**src/rtl/dec_sched.sv**
```systemverilog
// Scheduler in front of an inverse-cipher core: round-robin grant between two requesters,
// single-block issue, watchdog-bounded wait for completion, one-deep response buffer.
module dec_sched (
   input  logic         iClk,
   input  logic         iRstN,
   input  logic         iReqValidA,
   input  logic [127:0] iReqDataA,
   output logic         oReqReadyA,
   input  logic         iReqValidB,
   input  logic [127:0] iReqDataB,
   output logic         oReqReadyB,
   output logic         oRspValid,
   input  logic         iRspReady,
   output logic [127:0] oRspData,
   output logic         oRspId,
   output logic         oCoreStart,
   output logic [127:0] oCoreData,
   input  logic         iCoreBlkEnd,
   input  logic [127:0] iCoreData,
   input  logic [10:0]  iKeyRoundReady,
   output logic         oBusy,
   output logic         oTimeout,
   output logic [15:0]  oBlkCount,
   output logic [1:0]   oDbgState
);

   // Handshakes: a request moves when iReqValidX & oReqReadyX in the same cycle (ready is a
   // one-cycle pulse from IDLE); a response moves when oRspValid & iRspReady.
   typedef enum logic [1:0] {
      ST_IDLE  = 2'd0,
      ST_ISSUE = 2'd1,
      ST_WAIT  = 2'd2,
      ST_CAPT  = 2'd3
   } state_t;

   state_t       state_q, state_d;
   logic [4:0]   wd_q, wd_d;
   logic         last_b_q, last_b_d;
   logic         pend_id_q, pend_id_d;
   logic [127:0] core_data_q, core_data_d;
   logic         rsp_valid_q, rsp_valid_d;
   logic [127:0] rsp_data_q, rsp_data_d;
   logic         rsp_id_q, rsp_id_d;
   logic [15:0]  blk_cnt_q, blk_cnt_d;
   logic         timeout_q, timeout_d;
   logic         can_issue, grant_a, grant_b;
   logic         key_unused;

   // Only the full-schedule flag gates issue; the per-round flags are informational.
   assign key_unused = ^iKeyRoundReady[9:0];

   always_comb begin
      state_d     = state_q;
      wd_d        = wd_q;
      last_b_d    = last_b_q;
      pend_id_d   = pend_id_q;
      core_data_d = core_data_q;
      rsp_valid_d = rsp_valid_q & ~iRspReady;
      rsp_data_d  = rsp_data_q;
      rsp_id_d    = rsp_id_q;
      blk_cnt_d   = blk_cnt_q;
      timeout_d   = 1'b0;
      oReqReadyA  = 1'b0;
      oReqReadyB  = 1'b0;
      oCoreStart  = 1'b0;

      can_issue = iKeyRoundReady[10] && (iReqValidA || iReqValidB) &&
                  (!rsp_valid_q || iRspReady);
      // On a tie the port that did not win last time goes first.
      grant_a   = iReqValidA && (!iReqValidB || last_b_q);
      grant_b   = iReqValidB && !grant_a;

      case (state_q)
         ST_IDLE: begin
            if (can_issue) begin
               oReqReadyA  = grant_a;
               oReqReadyB  = grant_b;
               core_data_d = grant_a ? iReqDataA : iReqDataB;
               pend_id_d   = grant_b;
               last_b_d    = grant_b;
               state_d     = ST_ISSUE;
            end
         end
         ST_ISSUE: begin
            // Core is still idle here, so its end-of-block flag is meaningless this cycle.
            oCoreStart = 1'b1;
            wd_d       = 5'd0;
            state_d    = ST_WAIT;
         end
         ST_WAIT: begin
            wd_d = wd_q + 5'd1;
            if (iCoreBlkEnd) begin
               state_d = ST_CAPT;
            end else if (wd_q == 5'd30) begin
               timeout_d = 1'b1;
               state_d   = ST_IDLE;
            end
         end
         ST_CAPT: begin
            rsp_valid_d = 1'b1;
            rsp_data_d  = iCoreData;
            rsp_id_d    = pend_id_q;
            blk_cnt_d   = blk_cnt_q + 16'd1;
            state_d     = ST_IDLE;
         end
         default: state_d = ST_IDLE;
      endcase
   end

   always_ff @(posedge iClk or negedge iRstN) begin
      if (!iRstN) begin
         state_q     <= ST_IDLE;
         wd_q        <= 5'd0;
         last_b_q    <= 1'b1;
         pend_id_q   <= 1'b0;
         core_data_q <= '0;
         rsp_valid_q <= 1'b0;
         rsp_data_q  <= '0;
         rsp_id_q    <= 1'b0;
         blk_cnt_q   <= 16'd0;
         timeout_q   <= 1'b0;
      end else begin
         state_q     <= state_d;
         wd_q        <= wd_d;
         last_b_q    <= last_b_d;
         pend_id_q   <= pend_id_d;
         core_data_q <= core_data_d;
         rsp_valid_q <= rsp_valid_d;
         rsp_data_q  <= rsp_data_d;
         rsp_id_q    <= rsp_id_d;
         blk_cnt_q   <= blk_cnt_d;
         timeout_q   <= timeout_d;
      end
   end

   assign oRspValid = rsp_valid_q;
   assign oRspData  = rsp_data_q;
   assign oRspId    = rsp_id_q;
   assign oCoreData = core_data_q;
   assign oBusy     = (state_q != ST_IDLE);
   assign oTimeout  = timeout_q;
   assign oBlkCount = blk_cnt_q;
   assign oDbgState = state_q;

endmodule

```
**config.mk**
```make
export PLATFORM = sky130hd
export DESIGN_NAME = dec_sched
export DESIGN_NICKNAME = d
export VERILOG_FILES = /design/src/rtl/dec_sched.sv
export SDC_FILE = /design/constraint.sdc
export NUM_CORES = 1
export LEC_CHECK = 0
export BUFFER_PORTS_ARGS = -buffer_cell sky130_fd_sc_hd__buf_2
export CAP_MARGIN = 30
export CORE_AREA = 8 8 258 260
export DETAILED_ROUTE_END_ITERATION = 7
export DIE_AREA = 0 0 266 268
export PLACE_DENSITY_LB_ADDON = 0.12
export SYNTH_ARGS = -nofsm -noshare
export SYNTH_HDL_FRONTEND = slang
export SYNTH_SLANG_ARGS = --single-unit
```
**constraint.sdc**
```tcl
create_clock -name iClk -period 2.3 [get_ports iClk]
set_input_delay 0.345 -clock iClk [delete_from_list [all_inputs] [get_ports iClk]]
set_output_delay 0.345 -clock iClk [all_outputs]
set_load 0.02 [all_outputs]
```
; Yosys cells after proc, flatten, opt, wreduce, memory -nomap -nowiden
; Index checks and enable logic that the tools add are counted.
[classes]
n_eq_ne = 6
muxes = 15
n_reduce_logical = 15
bitwise = 2
addsub = 2
[op_table]
columns = cell, count
row1 = 128-bit two-way mux, 1
row2 = "16-bit by 1-bit adder with 16-bit output, second input constant", 1
row3 = 5-bit one-hot mux with 2 select lines, 1
row4 = 1-bit two-way mux, 9
row5 = 2-bit one-hot mux with 4 select lines, 1
row6 = 2-bit two-way mux, 3
row7 = "5-bit by 1-bit adder with 5-bit output, second input constant", 1
row8 = "5-bit equality test, second input constant", 1
row9 = "2-bit equality test, second input constant", 2
row10 = 1-bit logical AND, 4
row11 = 2-bit AND reduction, 2
row12 = 2-bit nonzero test, 2
row13 = 1-bit logical NOT, 3
row14 = 1-bit logical OR, 3
row15 = "3-bit != test, second input constant", 1
row16 = "2-bit by 1-bit equality test with 1-bit output, second input constant", 1
row17 = 2-bit logical NOT, 1
row18 = "2-bit != test, second input constant", 1
row19 = 1-bit AND, 1
row20 = 1-bit inverter, 1
[totals]
word_cells = 50
register_bits = 284

; Logic depth before layout (Yosys ltp)
; Gate-level depths: netlist (run 1).
[depth]
word_depth = 7
ltp_mapped = 10
ltp_nobuf = 6

; Worst setup path before layout (run 1)
; No wires, ideal clock.
[synth_timing]
path_type = register to output
start = register state_q[1], in the netlist oDbgState[1]
end = output port oReqReadyB
required_time_ps = 1955
t_arrival_ps = 2122
stages_incl_launch_ff = 9
n_path_buf = 2
setup_slack_ps = -167
cell_sequence = dfrtp_1 -> inv_1 -> ha_1 -> inv_2 -> or3_1 -> buf_2 -> buf_6 -> or3b_4 -> inv_1
[synth_via]
elab_chain_len = 2
[synth_lines]
columns = item, line
row1 = from (decl), 36  ; state_t state_q, state_d;
row2 = from (signal assigned), 123  ; state_q <= state_d;
row3 = 2-bit logical NOT, 73  ; case (state_q)
row4 = 1-bit two-way mux, 73
row5 = to (decl), 11  ; output logic oReqReadyB,
; Every way passes these cells.

; Worst setup path after layout (run 1)
; Ends and elaborated chain as after synthesis.

==> summary.txt, run 1 <==
Yosys
  • Yosys Warn Count: 0
  • Share of the synthesized area in the top cell type: 59.58%
  • Synthesized cell area: 0.01189 sq mm
  • Cells after Synth: 960
  • Synthesized area per cell: 12.38 sq um
  • Sequential share of the synthesized area: 59.80%
  • Synth top area cells: dfrtp_1, mux2_2, mux2i_1
  • Netlist cell types: 34
  • Yosys reg bits: 284
  • Syn nets: 1368
  • Cell taking the most area after synthesis: dfrtp_1

Clock tree
  • Total CTS buffers: 37
  • Clock transition at path regs: 60 ps
  • CTS sink cnt: 284
  • H-tree levels: 2
  • Clock Tree Buf Depth: 3
  • Cell chosen for the clock root: clkbuf_16
  • Worst skew pair latency: 530 ps
  • CTS tree: yes

Timing
  • Worst Tran Pin Value: 621.9 ps
  • Final Max Tran Viols: 0
  • Final hold vios: 0
  • Setup total negative slack: -290.5 ps
  • Final Cycle Share: 108.1%
  • RSZ-0062 raised after global routing: yes
  • Achievable frequency: 402.1 MHz
  • Worst slew margin: 57.35%
  • Final setup viols: 2
  • Final WS setup: -187.1 ps
  • Layout Skew: 22.98 ps
  • Final min period: 2487 ps

Place
  • Place WS: -7.181 ps
  • Input/output buffers: 671
  • Placer's final routability congestion estimate: 0.8297
  • Placed Cells: 2455
  • DPL Wire Length: 38840 microns

Power and ir drop
  • PD cells: 1393 mW/mm^2
  • Peak VDD IR: 0.4188 mV
  • Power Total: 25.52 mW
  • LEAKAGE: 9.552 nW

Floorplan
  • Cell Rows: 92
  • Core ar.: 0.06239 sq mm
  • Die width: 266 microns
  • Die Area: 0.07129 sq mm
  • Die Ht: 268 microns
  • Initial Util: 19.05%
  • Number of I/O pins: 682

Hold path
  • Min-delay worst type: primary input to flop

Drt
  • TritonRoute pass-1 iters: 4
  • DRT iter0 DRCs: 387
  • Routed vias: 9897
  • Drt via density: 3.839
  • DRC viols: 0
  • Routed len/inst: 18.70 microns
  • Wirelength, routed: 48220 microns
  • ANT nets after route: 0

Critical path
  • Critical Path RT: 1960 ps
  • Crit. End Element: primary output
  • Setup CP Type: flop to primary output
  • Worst Path Arrival: 2140 ps
  • Crit Path Max Fanout: 2
  • Setup crit start kind: flop

Cells and area
  • Layout cells sized above 1: 53.18%
  • # nets final: 2114
  • Non-Filler Instances: 2578
  • P&R area growth vs syn: 54.19%
  • Ant. Diodes: 0

Global routing
  • Total GRT Usage: 12.86%
  • Pin count of the biggest net entering global routing: 108
  • Vias in the first global route: 10820
  • First-pass GRT wire length: 70020 microns
  • Initial antenna violation count: 5
  • Overflow after GRT: 0

Outcome
  • Outcome: complete, but fails checks
  • Violations in the final reports: setup timing

Job
  • Max Cap Violations: 0
==> worst max-delay path: stages, from the launching register on <==
cell and delay [ps]:
dfrtp_2 420, inv_4 70, ha_4 140, inv_2 30
or3_4 370, or3b_4 400, inv_4 60, buf_6 110
==> placed cells by master (no fill, tap or decap), types with 2 or more instances in the layout <==
cell type      count
mux2_2           130
xnor2_1           10
and2_1             2
nand3_1            6
nor3b_1            2
inv_1              8
dfrtp_1          281
inv_4              3
or2_2              2
nor2_1             8
nand4_1            6
o21ai_1          113
clkbuf_1           7
buf_2            668
ha_4               2
dlygate4sd3_1     49
nand3b_1           2
bufinv_16          2
nand2_1          140
clkinv_2           3
mux2i_1          129
buf_6              2
buf_12            10
ha_1               5
nor3_1             2
clkbuf_8          12
clkbuf_16         39
and3_1             2
buf_4             37
xor2_1             5
dfrtp_2            2
o21ai_0           27
==> stage by stage <==
step / util [%] / cell area (sq um) / hold slack [ps]
finish: 29.38 / 18330 / 47.72
global route: 29.38 / 18330 / 4.126
CTS: 29.28 / 18270 / 0.2317
detailed placement: 26.41 / 16480 / 346.0
global placement: 26.41 / 16480 / 341.6
floorplan: - / 11910 / 49.41
==> flip-flops by register name, summed over array words and instances (netlist names) <==
| register | cells |
|---|---|
| last_b_q | 1 |
| oDbgState | 2 |
| oCoreData | 128 |
| oRspId | 1 |
| oBlkCount | 16 |
| oTimeout | 1 |
| oRspData | 128 |
| pend_id_q | 1 |
| oRspValid | 1 |
| wd_q | 5 |
==> final cells by class <==
type | count | area [sq um]
Fill cell | 6553 | 44060
Sequential cell | 284 | 7111
Multi-Input combinational cell | 604 | 4498
Timing Repair Buffer | 767 | 4349
Clock buffer | 58 | 1167
Tap cell | 846 | 1059
Clock inverter | 7 | 91.34
Inverter | 12 | 52.55
==> layer usage <==
metal  wire, microns  up-vias  GRT usage (%)
met5              20        -              0
met4             739        2          2.632
met3            4207       56          5.068
met2           24870      409          23.21
met1           18380     4615          14.27
li1                -     4815              -
==> cell families after synthesis <==
group | after synthesis | synth area share [%]
compound gates | 145 | 6.179
xor+xnor | 15 | 1.105
fa+ha+maj | 7 | 0.7368
buf+inv | 72 | 2.768
flops | 284 | 59.80
mux | 259 | 23.18
simple gates | 178 | 6.232
==> report_power, final <==
group	leakage [nW]	switching [mW]	internal [mW]
Clock	0.620	2.24	3.70
Sequential	3.49	1.16	7.33
Combinational	5.44	6.81	4.28
==> final timing paths <==
check	start	end	slack, ps	cells past startpoint
setup / recovery	oDbgState[1]$_DFFE_PN0P_	oReqReadyB	-190	7
hold / removal	iCoreData[36]	oRspData[36]$_DFFE_PN0P_	50	2
setup reg to reg	oDbgState[1]$_DFFE_PN0P_	oCoreData[42]$_DFFE_PN0P_	180	10
hold reg to reg	oCoreData[109]$_DFFE_PN0P_	oCoreData[109]$_DFFE_PN0P_	470	2
max in group asynchronous	iRstN	oCoreData[54]$_DFFE_PN0P_	1130	3
min in group asynchronous	iRstN	oRspData[126]$_DFFE_PN0P_	360	2
==> what timing repair did <==
action                                 CTS  global route
endpoints found under the hold margin   95             0
setup buffers                            4             5
setup endpoints to repair                2             2
gates resized for setup                  5             5
pin swaps                                3             2
hold buffers                            49             0
==> cells in the mapped netlist <==
cell,count
nand4_1,6
xor2_1,5
o211a_1,1
buf_2,35
o21ai_0,27
inv_1,11
and3_1,2
buf_1,6
dfrtp_1,283
clkbuf_1,17
mux2_2,130
nand3_1,6
o21ai_1,114
dfstp_2,1
xnor2_1,10
and2_1,2
ha_1,7
or3b_4,1
nor3b_1,2
buf_6,2
nand3b_1,2
nor2_1,9
nand2_1,140
nor2b_1,1
a21oi_1,1
o22ai_1,1
nor4_1,1
a22oi_1,1
or2_2,2
nand2b_1,1
mux2i_1,129
inv_2,1
nor3_1,2
or3_1,1
Note: power is estimated with default switching activity, not from simulation.
==> run 2, diff against run 1 <==
==> config.mk (replaced) <==
export PLATFORM = sky130hd
export DESIGN_NAME = dec_sched
export DESIGN_NICKNAME = d
export VERILOG_FILES = /design/src/rtl/dec_sched.sv
export SDC_FILE = /design/constraint.sdc
export NUM_CORES = 1
export LEC_CHECK = 0
export CAP_MARGIN = 30
export CORE_AREA = 8 8 257 259
export DETAILED_ROUTE_END_ITERATION = 7
export DIE_AREA = 0 0 265 267
export DONT_BUFFER_PORTS = 1
export PLACE_DENSITY_LB_ADDON = 0.12
export SYNTH_ARGS = -nofsm -noshare
export SYNTH_HDL_FRONTEND = slang
export SYNTH_SLANG_ARGS = --single-unit
==> run 2 against run 1 <==
Against the previous run: sequential share of layout area is 4.2 points higher; final cell count is 21% lower; critical path type unchanged; utilization is 2.7 points lower; fmax is 1.9% higher; flip-flop and latch count stayed put; worst setup slack better by 47 ps; sequential power is 44% higher; the flow finishes with violations (hold timing, setup timing); non-clock buffer count is 487 lower; register-to-register slack worse by 90 ps; total power is 13% lower; count of clock-buffer cells in the layout is 10 lower.
==> summary.txt, run 2 (synthesis gave the netlist of run 1 again) <==
Place
  • Input/output buffers: 0
  • Placed cell area: 0.01283 sq mm
  • Placer's final routability congestion estimate: 0.7336
  • DPL Wire Length: 30110 microns

Drt
  • Routed len/inst: 20.50 microns
  • Wirelength, routed: 41800 microns
  • Drt via density: 4.064
  • ANT nets after route: 0
  • DRT iter0 DRCs: 277
  • TritonRoute pass-1 iters: 4
  • DRC viols: 0
  • Routed vias: 8287

Timing
  • Worst slew margin: 55.89%
  • Final setup viols: 2
  • Hold slack: -490.6 ps
  • Worst Tran Pin Value: 661.6 ps
  • Final WS setup: -140.0 ps
  • Final Cycle Share: 106.1%
  • Final min period: 2440 ps
  • Achievable frequency: 409.8 MHz
  • Layout Skew: 29.11 ps
  • RSZ-0062 raised after global routing: yes
  • Final hold vios: 283
  • Final Max Tran Viols: 0

Outcome
  • Violations in the final reports: hold timing, setup timing
  • Outcome: complete, but fails checks

Clock tree
  • Cell chosen for the clock root: clkbuf_16
  • CTS Hold Bufs: 255
  • Clock Tree Buf Depth: 3
  • CTS tree: yes
  • CTS sink cnt: 284
  • Clock transition at path regs: 60 ps
  • Worst skew pair latency: 540 ps
  • H-tree levels: 2
  • Total CTS buffers: 36

Cells and area
  • Ant. Diodes: 0
  • Commonest non-fill, non-tap cell in the layout: dfrtp_1
  • P&R area growth vs syn: 39.31%
  • Most frequent cells in the layout: dfrtp_1, dlygate4sd3_1, nand2_1, mux2_2, mux2i_1
  • # nets final: 1626
  • Layout cells sized above 1: 18.15%
  • Fillcell total: 6400
  • Fin area: 0.01656 sq mm

Critical path
  • Crit Path Max Fanout: 3
  • Critical Path RT: 1960 ps
  • Setup crit start kind: flop
  • CP cell instances: inv_4, ha_4, inv_2, or3_4, or3b_4, inv_4
  • Setup CP Type: flop to primary output
  • Crit-path slowest cell: dfrtp_2
  • Crit. End Element: primary output
  • CP most frequent cell: inv_4
  • CP peak stage delay: 420 ps
  • Worst Path Arrival: 2100 ps

Floorplan
  • Number of I/O pins: 682
  • Die Ht: 267 microns
  • Initial Util: 19.12%
  • Die width: 265 microns
  • Die Area: 0.07076 sq mm
  • Cell Rows: 92
  • Core ar.: 0.06216 sq mm

Global routing
  • Initial antenna violation count: 0
  • Vias in the first global route: 9224
  • Pin count of the biggest net entering global routing: 285
  • First-pass GRT wire length: 60440 microns
  • Overflow after GRT: 0
  • Total GRT Usage: 11.03%

Power and ir drop
  • PD cells: 1348 mW/mm^2
  • LEAKAGE: 7.425 nW
  • Peak VDD IR: 0.4127 mV

Job
  • Max Cap Violations: 0

Hold path
  • Min-delay worst type: primary input to asynchronous set/reset pin
run 2: layer usage:
metal  vias to the layer above  GRT usage [%]  routed length (microns)
met5                         -              0                        0
met4                         0          4.014                     1276
met3                        70          5.093                     4457
met2                       408          19.74                    21770
met1                      3964          11.23                    14300
li1                       3845              -                        -
run 2: metrics by stage:
stage	setup TNS, ps	instances	total power [mW]	util, %	worst slack [ps]
3_5_place_dp	0	1716	16.93	20.64	55.42
3_3_place_gp	0	1716	16.91	20.64	64.94
6_report	-218.6	2039	22.32	26.64	-140.0
4_1_cts	-430.7	2036	22.72	26.51	-235.6
2_1_floorplan	0	960	15.03	-	45.01
5_1_grt	-426.0	2039	23.78	26.64	-232.2
run 2: worst paths after layout:
path	startpoint	end	slack (ps)	depth (start not counted)
worst min-delay path	iRstN	oRspData[83]$_DFFE_PN0P_	-490	0
worst max register to register	oDbgState[1]$_DFFE_PN0P_	oCoreData[87]$_DFFE_PN0P_	90	10
worst min register to register	last_b_q$_DFFE_PN1P_	last_b_q$_DFFE_PN1P_	480	2
max in group asynchronous	iRstN	oDbgState[0]$_DFFE_PN0P_	2190	0
worst max-delay path	oDbgState[1]$_DFFE_PN0P_	oReqReadyB	-140	6
min in group iClk	iReqDataA[108]	oCoreData[108]$_DFFE_PN0P_	30	2
run 2: cell type report:
type / instances / area (sq um) / share of cell area (%)
timing repair buffer: 280 / 2826 / 17.07
tap: 799 / 999.7 / 6.037
multi-input combinational: 604 / 4519 / 27.29
inverter: 12 / 52.55 / 0.3174
clock inverter: 12 / 82.58 / 0.4987
sequential: 284 / 7112 / 42.95
clock buffer: 48 / 965.9 / 5.833
run 2: repair_timing:
| action | CTS | global route |
|---|---|---|
| gates resized for setup | 5 | 8 |
| setup endpoints to repair | 2 | 40 |
| gates cloned | 0 | 1 |
| buffers inserted | 5 | 2 |
| pin swaps | 2 | 4 |
| hold endpoints to repair | 480 | 284 |
run 2: critical path, delay by kind of cell (launching register included):
family,cells,cell delay (ps)
simple gates,2,790
fa+ha+maj,1,140
buf+inv,3,210
flops,1,420
run 2: power by group:
group | leakage [nW] | internal [mW] | switching, mW
Clock | 0.509 | 2.95 | 2.16
Combinational | 3.43 | 2.74 | 2.25
Sequential | 3.49 | 7.31 | 4.91
Total | 7.42 | 13.0 | 9.32
